--- config.mk ---
export PLATFORM = sky130hd
export DESIGN_NAME = multi_vc_inject_port
export DESIGN_NICKNAME = d
export VERILOG_FILES = /design/src/rtl/connect_inject_pkg.sv /design/src/rtl/multi_vc_inject_port_queue.sv /design/src/rtl/multi_vc_inject_port.sv
export SDC_FILE = /design/constraint.sdc
export NUM_CORES = 1
export LEC_CHECK = 0
export CAP_MARGIN = 20
export CORE_AREA = 2 2 126 128
export DETAILED_ROUTE_END_ITERATION = 16
export DIE_AREA = 0 0 128 130
export PLACE_DENSITY = 0.63
export REMOVE_ABC_BUFFERS = 1
export SETUP_SLACK_MARGIN = 0.05
export SLEW_MARGIN = 25
export SYNTH_ARGS = -nofsm -noshare
export SYNTH_HDL_FRONTEND = slang
export SYNTH_SLANG_ARGS = --single-unit
--- constraint.sdc ---
create_clock -name CLK -period 3 [get_ports CLK]
set_clock_uncertainty 0.1 [all_clocks]
set_input_delay 0.6 -clock CLK [delete_from_list [all_inputs] [get_ports CLK]]
set_output_delay 0.6 -clock CLK [all_outputs]
set_load 0.05 [all_outputs]
--- src/rtl/connect_inject_pkg.sv ---
// Shared types and helpers for multi_vc_inject_port (optional checker: INJECT_CREDIT_CHECK_EN).
// Supplies codebase defaults for `FLIT_WIDTH / `FLIT_BUFFER_DEPTH when not set globally.
`ifndef FLIT_WIDTH
`define FLIT_WIDTH 16
`endif
`ifndef FLIT_BUFFER_DEPTH
`define FLIT_BUFFER_DEPTH 4
`endif

package connect_inject_pkg;

    localparam int unsigned NUM_VCS_DFLT   = 2;
    localparam int unsigned CREDIT_VC_BITS = ($clog2(NUM_VCS_DFLT) > 1) ? $clog2(NUM_VCS_DFLT) : 1;
    localparam int unsigned FLIT_VALID_BIT = `FLIT_WIDTH - 1;
    localparam int unsigned FLIT_VC_MSB    = `FLIT_WIDTH - 2;

    // Arbiter search width; NUM_VCS must not exceed RR_MAX_VCS.
    localparam int unsigned RR_MAX_VCS  = 16;
    localparam int unsigned RR_IDX_BITS = 4;

    typedef struct packed {
        logic                      valid;
        logic [CREDIT_VC_BITS-1:0] vc;
    } credit_t;

    typedef struct packed {
        logic                   found;
        logic [RR_IDX_BITS-1:0] idx;
    } rr_pick_t;

    function automatic rr_pick_t rr_pick(input logic [RR_MAX_VCS-1:0] eligible,
                                         input int unsigned ptr,
                                         input int unsigned num);
        rr_pick_t    r;
        int unsigned j;
        r = '0;
        for (int unsigned i = 0; i < RR_MAX_VCS; i++) begin
            if (i < num) begin
                j = ptr + i;
                if (j >= num) j = j - num;
                if (!r.found && eligible[RR_IDX_BITS'(j)]) begin
                    r.found = 1'b1;
                    r.idx   = RR_IDX_BITS'(j);
                end
            end
        end
        return r;
    endfunction

endpackage

--- src/rtl/multi_vc_inject_port_queue.sv ---
// Per-VC circular flit buffer; full/empty split by a maybe_full bit since pointers wrap modulo DEPTH.
module vc_flit_queue #(
    parameter int unsigned WIDTH = 16,
    parameter int unsigned DEPTH = 4
) (
    input  logic             CLK,
    input  logic             RST_N,
    input  logic [WIDTH-1:0] enq_data,
    input  logic             enq_valid,
    output logic             enq_ready,
    output logic [WIDTH-1:0] deq_data,
    output logic             deq_valid,
    input  logic             deq_pop
);
    localparam int unsigned PTR_BITS = (DEPTH > 1) ? $clog2(DEPTH) : 1;

    logic [WIDTH-1:0]    mem [DEPTH];
    logic [PTR_BITS-1:0] wr_ptr;
    logic [PTR_BITS-1:0] rd_ptr;
    logic                maybe_full;
    logic                full;
    logic                empty;
    logic                do_enq;
    logic                do_deq;

    assign full      = (wr_ptr == rd_ptr) && maybe_full;
    assign empty     = (wr_ptr == rd_ptr) && !maybe_full;
    assign enq_ready = !full;
    assign deq_valid = !empty;
    assign deq_data  = mem[rd_ptr];
    assign do_enq    = enq_valid && !full;
    assign do_deq    = deq_pop && !empty;

    always_ff @(posedge CLK) begin
        if (!RST_N) begin
            wr_ptr     <= '0;
            rd_ptr     <= '0;
            maybe_full <= 1'b0;
        end else begin
            if (do_enq) wr_ptr <= wr_ptr + PTR_BITS'(1);
            if (do_deq) rd_ptr <= rd_ptr + PTR_BITS'(1);
            if (do_enq != do_deq) maybe_full <= do_enq;
        end
    end

    always_ff @(posedge CLK) begin
        if (do_enq) mem[wr_ptr] <= enq_data;
    end

endmodule

--- src/rtl/multi_vc_inject_port.sv ---
// Multi-VC injection port: per-VC queues, per-VC credit counters, round-robin link arbiter.
// Optional credit-overflow checker enabled by macro INJECT_CREDIT_CHECK_EN.
module multi_vc_inject_port
    import connect_inject_pkg::*;
#(
    parameter int unsigned NUM_VCS      = 2,
    parameter int unsigned VC_BITS      = ($clog2(NUM_VCS) > 1) ? $clog2(NUM_VCS) : 1,
    parameter int unsigned FLIT_WIDTH   = `FLIT_WIDTH,
    parameter int unsigned DEPTH        = `FLIT_BUFFER_DEPTH,
    parameter int unsigned CREDITS_INIT = `FLIT_BUFFER_DEPTH
) (
    input  logic                  CLK,
    input  logic                  RST_N,
    input  logic [FLIT_WIDTH-1:0] put_flit,
    input  logic [VC_BITS-1:0]    put_vc,
    input  logic                  put_valid,
    output logic                  put_ready,
    output logic [FLIT_WIDTH-1:0] link_flit,
    output logic                  link_en,
    input  logic [VC_BITS:0]      credit_in,
    output logic                  credit_err
);
    localparam int unsigned     CW       = $clog2(CREDITS_INIT + 1);
    localparam logic [CW-1:0]   CRED_MAX = CW'(CREDITS_INIT);

    logic [NUM_VCS-1:0]    q_enq_valid;
    logic [NUM_VCS-1:0]    q_enq_ready;
    logic [NUM_VCS-1:0]    q_deq_valid;
    logic [NUM_VCS-1:0]    q_pop;
    logic [NUM_VCS-1:0]    eligible;
    logic [NUM_VCS-1:0]    ret;
    logic [FLIT_WIDTH-1:0] q_head [NUM_VCS];
    logic [CW-1:0]         credits [NUM_VCS];
    logic [VC_BITS-1:0]    rr_ptr;
    logic                  credit_valid;
    logic [VC_BITS-1:0]    credit_vc;
    logic [RR_MAX_VCS-1:0] elig_ext;
    logic [FLIT_WIDTH-1:0] grant_flit;
    rr_pick_t              pick;

    assign credit_valid = credit_in[VC_BITS];
    assign credit_vc    = credit_in[VC_BITS-1:0];

    for (genvar v = 0; v < NUM_VCS; v++) begin : g_vc
        assign q_enq_valid[v] = put_valid && (32'(put_vc) == v);
        assign eligible[v]    = q_deq_valid[v] && (credits[v] != '0);
        assign q_pop[v]       = pick.found && (32'(pick.idx) == v);
        assign ret[v]         = credit_valid && (32'(credit_vc) == v);

        vc_flit_queue #(
            .WIDTH (FLIT_WIDTH),
            .DEPTH (DEPTH)
        ) u_queue (
            .CLK       (CLK),
            .RST_N     (RST_N),
            .enq_data  (put_flit),
            .enq_valid (q_enq_valid[v]),
            .enq_ready (q_enq_ready[v]),
            .deq_data  (q_head[v]),
            .deq_valid (q_deq_valid[v]),
            .deq_pop   (q_pop[v])
        );
    end

    // Out-of-range put_vc matches no queue, so it is never ready.
    always_comb begin
        put_ready = 1'b0;
        for (int unsigned v = 0; v < NUM_VCS; v++) begin
            if (32'(put_vc) == v) put_ready = q_enq_ready[v];
        end
    end

    always_comb begin
        elig_ext                = '0;
        elig_ext[NUM_VCS-1:0]   = eligible;
        pick                    = rr_pick(elig_ext, 32'(rr_ptr), NUM_VCS);
        grant_flit              = '0;
        for (int unsigned v = 0; v < NUM_VCS; v++) begin
            if (q_pop[v]) grant_flit = q_head[v];
        end
        grant_flit[FLIT_WIDTH-1]             = 1'b1;
        grant_flit[FLIT_WIDTH-2 -: VC_BITS]  = VC_BITS'(pick.idx);
    end

    always_ff @(posedge CLK) begin
        if (!RST_N) begin
            link_en   <= 1'b0;
            link_flit <= '0;
            rr_ptr    <= '0;
        end else if (pick.found) begin
            link_en   <= 1'b1;
            link_flit <= grant_flit;
            rr_ptr    <= (32'(pick.idx) == NUM_VCS - 1) ? '0 : VC_BITS'(32'(pick.idx) + 1);
        end else begin
            link_en   <= 1'b0;
            link_flit <= '0;
        end
    end

    // Grant and return on the same VC cancel; returns at full credit saturate.
    always_ff @(posedge CLK) begin
        for (int unsigned v = 0; v < NUM_VCS; v++) begin
            if (!RST_N) begin
                credits[v] <= CRED_MAX;
            end else if (q_pop[v] && !ret[v]) begin
                credits[v] <= credits[v] - CW'(1);
            end else if (ret[v] && !q_pop[v] && (credits[v] != CRED_MAX)) begin
                credits[v] <= credits[v] + CW'(1);
            end
        end
    end

`ifdef INJECT_CREDIT_CHECK_EN
    logic [NUM_VCS-1:0] overflow;

    always_comb begin
        overflow = '0;
        for (int unsigned v = 0; v < NUM_VCS; v++) begin
            overflow[v] = ret[v] && !q_pop[v] && (credits[v] == CRED_MAX);
        end
    end

    always_ff @(posedge CLK) begin
        if (!RST_N)         credit_err <= 1'b0;
        else if (|overflow) credit_err <= 1'b1;
    end

    always_ff @(posedge CLK) begin
        if (RST_N) begin
            assert (!(|overflow)) else $error("credit overflow on vc %0d", credit_vc);
        end
    end
`else
    assign credit_err = 1'b0;
`endif

endmodule

==> impl_metrics.py <==
metrics = {
    "cts": {
        "post-cts-setup-buffers": 0,
        "cts.htree.levels": 4,
        "cts_made_buffers": 17,
        "cts.hold.buffers_added": 0,
        "tritoncts": "yes",
        "clkSinkCount": 149,
        "clk-insertion-delay-late_ns": 0.42,
        "cts_root_buffer": "sky130_fd_sc_hd__clkbuf_16",
        "ctsLongestPathBuffers": 2,
        "clk_pin_slew_worst_paths_ns": 0.06,
        "post_cts_resize_count": 0,
    },
    "timing": {
        "setup-violations-final": 0,
        "achievable-frequency_mhz": 366,
        "post-route-period-util_pct": 91.1,
        "min_period_ns": 2.73,
        "tns_setup_ns": 0,
        "max-slew-margin-rel_pct": 32.1,
        "setup_repair_after_global_routing_missed_its_margin": "no",
        "timing.final.hold_violations": 0,
        "final-max-slew-violation-count": 0,
        "max_slew.worst_pin.slew_ns": 1.01,
    },
    "die": {
        "die_y_um": 130,
        "floorplan.die_area_um2": 16600,
        "dieWidth_um": 128,
        "core_um2": 15400,
        "ioPinCount": 41,
        "start_util_pct": 38.7,
        "rows": 46,
    },
    "worst_setup_path": {
        "crit_path_max_fanout": 4,
        "cp_cell_sequence": "or3_1 -> o31a_1 -> nand2_1 -> nand3_1 -> fa_1 -> or3b_2 -> a211oi_1 -> nor2_1",
        "r2r_slack_ns": 0.27,
        "reg2reg_depth": 8,
        "cpMaxStageDelayCell": "sky130_fd_sc_hd__or3b_2",
        "critical_path_required_ns": 3.06,
        "worst_ep_arrival_time_ns": 2.80,
        "crit_start": "credits[1][0]",
        "cp_slowest_stage_delay_ns": 0.49,
        "worst_setup_path_end_kind": "flop",
        "crit-reg2reg-capture": "credits[1][2]",
        "critPathKind": "flop to flop",
        "rr_startpoint": "credits[1][0]",
        "worst_setup_path_start_kind": "flop",
    },
    "synthesis": {
        "gate_count_of_the_mapped_netlist": 361,
        "synth_top_cell_by_area": "sky130_fd_sc_hd__edfxtp_1",
        "netlist.area_leader.share_pct": 59.3,
        "synthFlopType": "sky130_fd_sc_hd__edfxtp_1",
        "seq_area_frac_synth_pct": 69.7,
        "netlist-cell-type-count": 41,
        "postSynthAreaPerCell_um2": 16.5,
        "synth_async_sr_flop_share_pct": 0,
        "synth-seq-cells": 149,
        "synthesis.yosys.warnings": 0,
        "post_synth_main_area_contributors": "sky130_fd_sc_hd__edfxtp_1, sky130_fd_sc_hd__mux4_2, sky130_fd_sc_hd__dfxtp_1, sky130_fd_sc_hd__ha_1, sky130_fd_sc_hd__nand3_1",
        "syn_area_um2": 5970,
        "synth_edf_count": 118,
    },
    "final_layout": {
        "final_util_pct": 47.9,
        "layout_cell_share_with_drive_strength_beyond_1_pct": 21.1,
        "filler_cell_count": 1326,
        "n_antenna_cell": 0,
        "area_growth_syn_to_layout_pct": 23.6,
        "nNetsFinal": 462,
        "post_layout_nonfiller_instances": 633,
    },
    "min_path": {
        "hold_path_end": "rr_ptr",
        "whs_path_depth": 2,
        "timing.hold.worst.class": "flop to flop",
        "hold_path.startpoint": "rr_ptr",
    },
    "routing": {
        "post_drt_wl_per_cell_um": 18.9,
        "postRouteAntennaNets": 0,
        "wl_final_um": 11900,
        "drt_first_iter_violations": 344,
        "post_drt_via_cell_ratio": 5.30,
        "route.vias.total": 3353,
        "route.detailed.drc": 0,
        "firstDrtPassIters": 4,
    },
    "global_route": {
        "antenna_found_initial": 0,
        "grt_util_all_layers_pct": 15.1,
        "grt_max_degree": 21,
        "grt_pass1_wl_um": 18300,
        "grt_overflow": 0,
        "via_count_of_the_first_global_routing_pass": 3246,
    },
    "placed_design": {
        "finalWeightedCongestion": 0.752,
        "place.detailed.hpwl_um": 7490,
        "buffer_ports.inserted": 37,
        "placed_cells": 599,
    },
    "run": {
        "drv.max_cap_violation_count": 0,
    },
    "pwr": {
        "p_leak_nw": 2.51,
        "ir_drop_mv": 0.550,
        "p_per_area_nw_per_um2": 959,
    },
    "status": {
        "status": "completed",
    },
}
==> registers in the layout (all words and copies together), names as in the netlist, named ones only <==
signal / cells
g_vc.u_queue.mem: 112
link_flit: 16
credits: 6
g_vc.u_queue.rd_ptr: 4
g_vc.u_queue.wr_ptr: 4
g_vc.u_queue.maybe_full: 2
rr_ptr: 1
==> routing by layer <==
layer,vias up,global-route usage (%),routed length [µm]
met5,-,0,0
li1,1542,-,-
met3,19,3.77,622
met1,1697,21.0,5530
met4,0,6.40,276
met2,95,23.0,5500
==> stage by stage <==
step,hold WS [ns],total power [mW],cell area (µm²),setup WS [ns]
final,0.411,7.08,7380,0.267
after global routing,0.451,7.39,7380,0.0752
after CTS,0.419,7.12,7370,0.238
after detailed placement,0.411,4.78,6710,0.0268
after global placement,0.390,4.75,6710,0.0978
after floorplan,0.372,4.03,5900,0.125
==> logic make-up after synthesis <==
| logic type | Yosys count | synth area share (%) |
|---|---|---|
| compound gates | 54 | 6.47 |
| xor+xnor | 9 | 1.45 |
| fa+ha+maj | 12 | 2.64 |
| buf+inv | 32 | 2.30 |
| flops | 149 | 69.7 |
| mux | 32 | 11.2 |
| other cells | 1 | 0.0628 |
| simple gates | 72 | 6.16 |
==> synthesized netlist by cell type (all sizes together), types with 4 or more instances <==
| master | n |
|---|---|
| and2 | 8 |
| mux2i | 4 |
| buf | 10 |
| dfxtp | 31 |
| o31ai | 6 |
| a21oi | 20 |
| nor2 | 8 |
| nand2b | 5 |
| edfxtp | 118 |
| xor2 | 4 |
| nand2 | 14 |
| ha | 11 |
| o21ai | 8 |
| inv | 17 |
| o22ai | 7 |
| xnor2 | 5 |
| mux4 | 28 |
| clkbuf | 5 |
| nand3 | 27 |
==> worst max-delay path by stage <==
stage	end	slack, ns	depth (start not counted)
after global routing	credits[1][2]	0.08	8
after global placement	credits[1][2]	0.1	8
after floorplan	credits[1][2]	0.13	8
after detailed placement	credits[1][2]	0.03	8
final	credits[1][2]	0.27	8
after CTS	credits[1][2]	0.24	8
==> worst max-delay path: cells and delay by family (launching register included) <==
family                   cells  cell delay [ns]
AND/OR/NAND/NOR              5             1.19
AO/OA/AOI/OAI                2             0.36
flip-flops                   1             0.44
adder cells (fa/ha/maj)      1             0.39
==> placed cells by master, fill, tap and decap left out, drive strengths merged, types with 4 or more instances in the layout <==
cell type,n
buf,27
and2,8
mux4,28
nand2,14
mux2i,4
xnor2,5
ha,11
a21oi,20
xor2,4
o31ai,6
o21ai,8
inv,19
clkdlybuf4s50,36
clkbuf,20
o22ai,7
nand2b,5
nand3,27
dfxtp,31
edfxtp,118
bufinv,5
nor2,8
==> final cells by class <==
class	instances	area (µm²)	share of cell area (%)
inverters	17	63.8	0.864
well taps	192	240	3.25
repair buffers	63	588	7.96
multi-input cells	180	1670	22.7
clock buffers	20	457	6.18
clock inverters	12	199	2.69
flip-flops and latches	149	4160	56.4
==> power by group <==
part	internal, mW	switching [mW]
clock	1.52	0.812
sequential	2.49	0.179
combinational	0.826	1.26
total	4.84	2.25
Note: power is estimated with default switching activity, not from simulation.
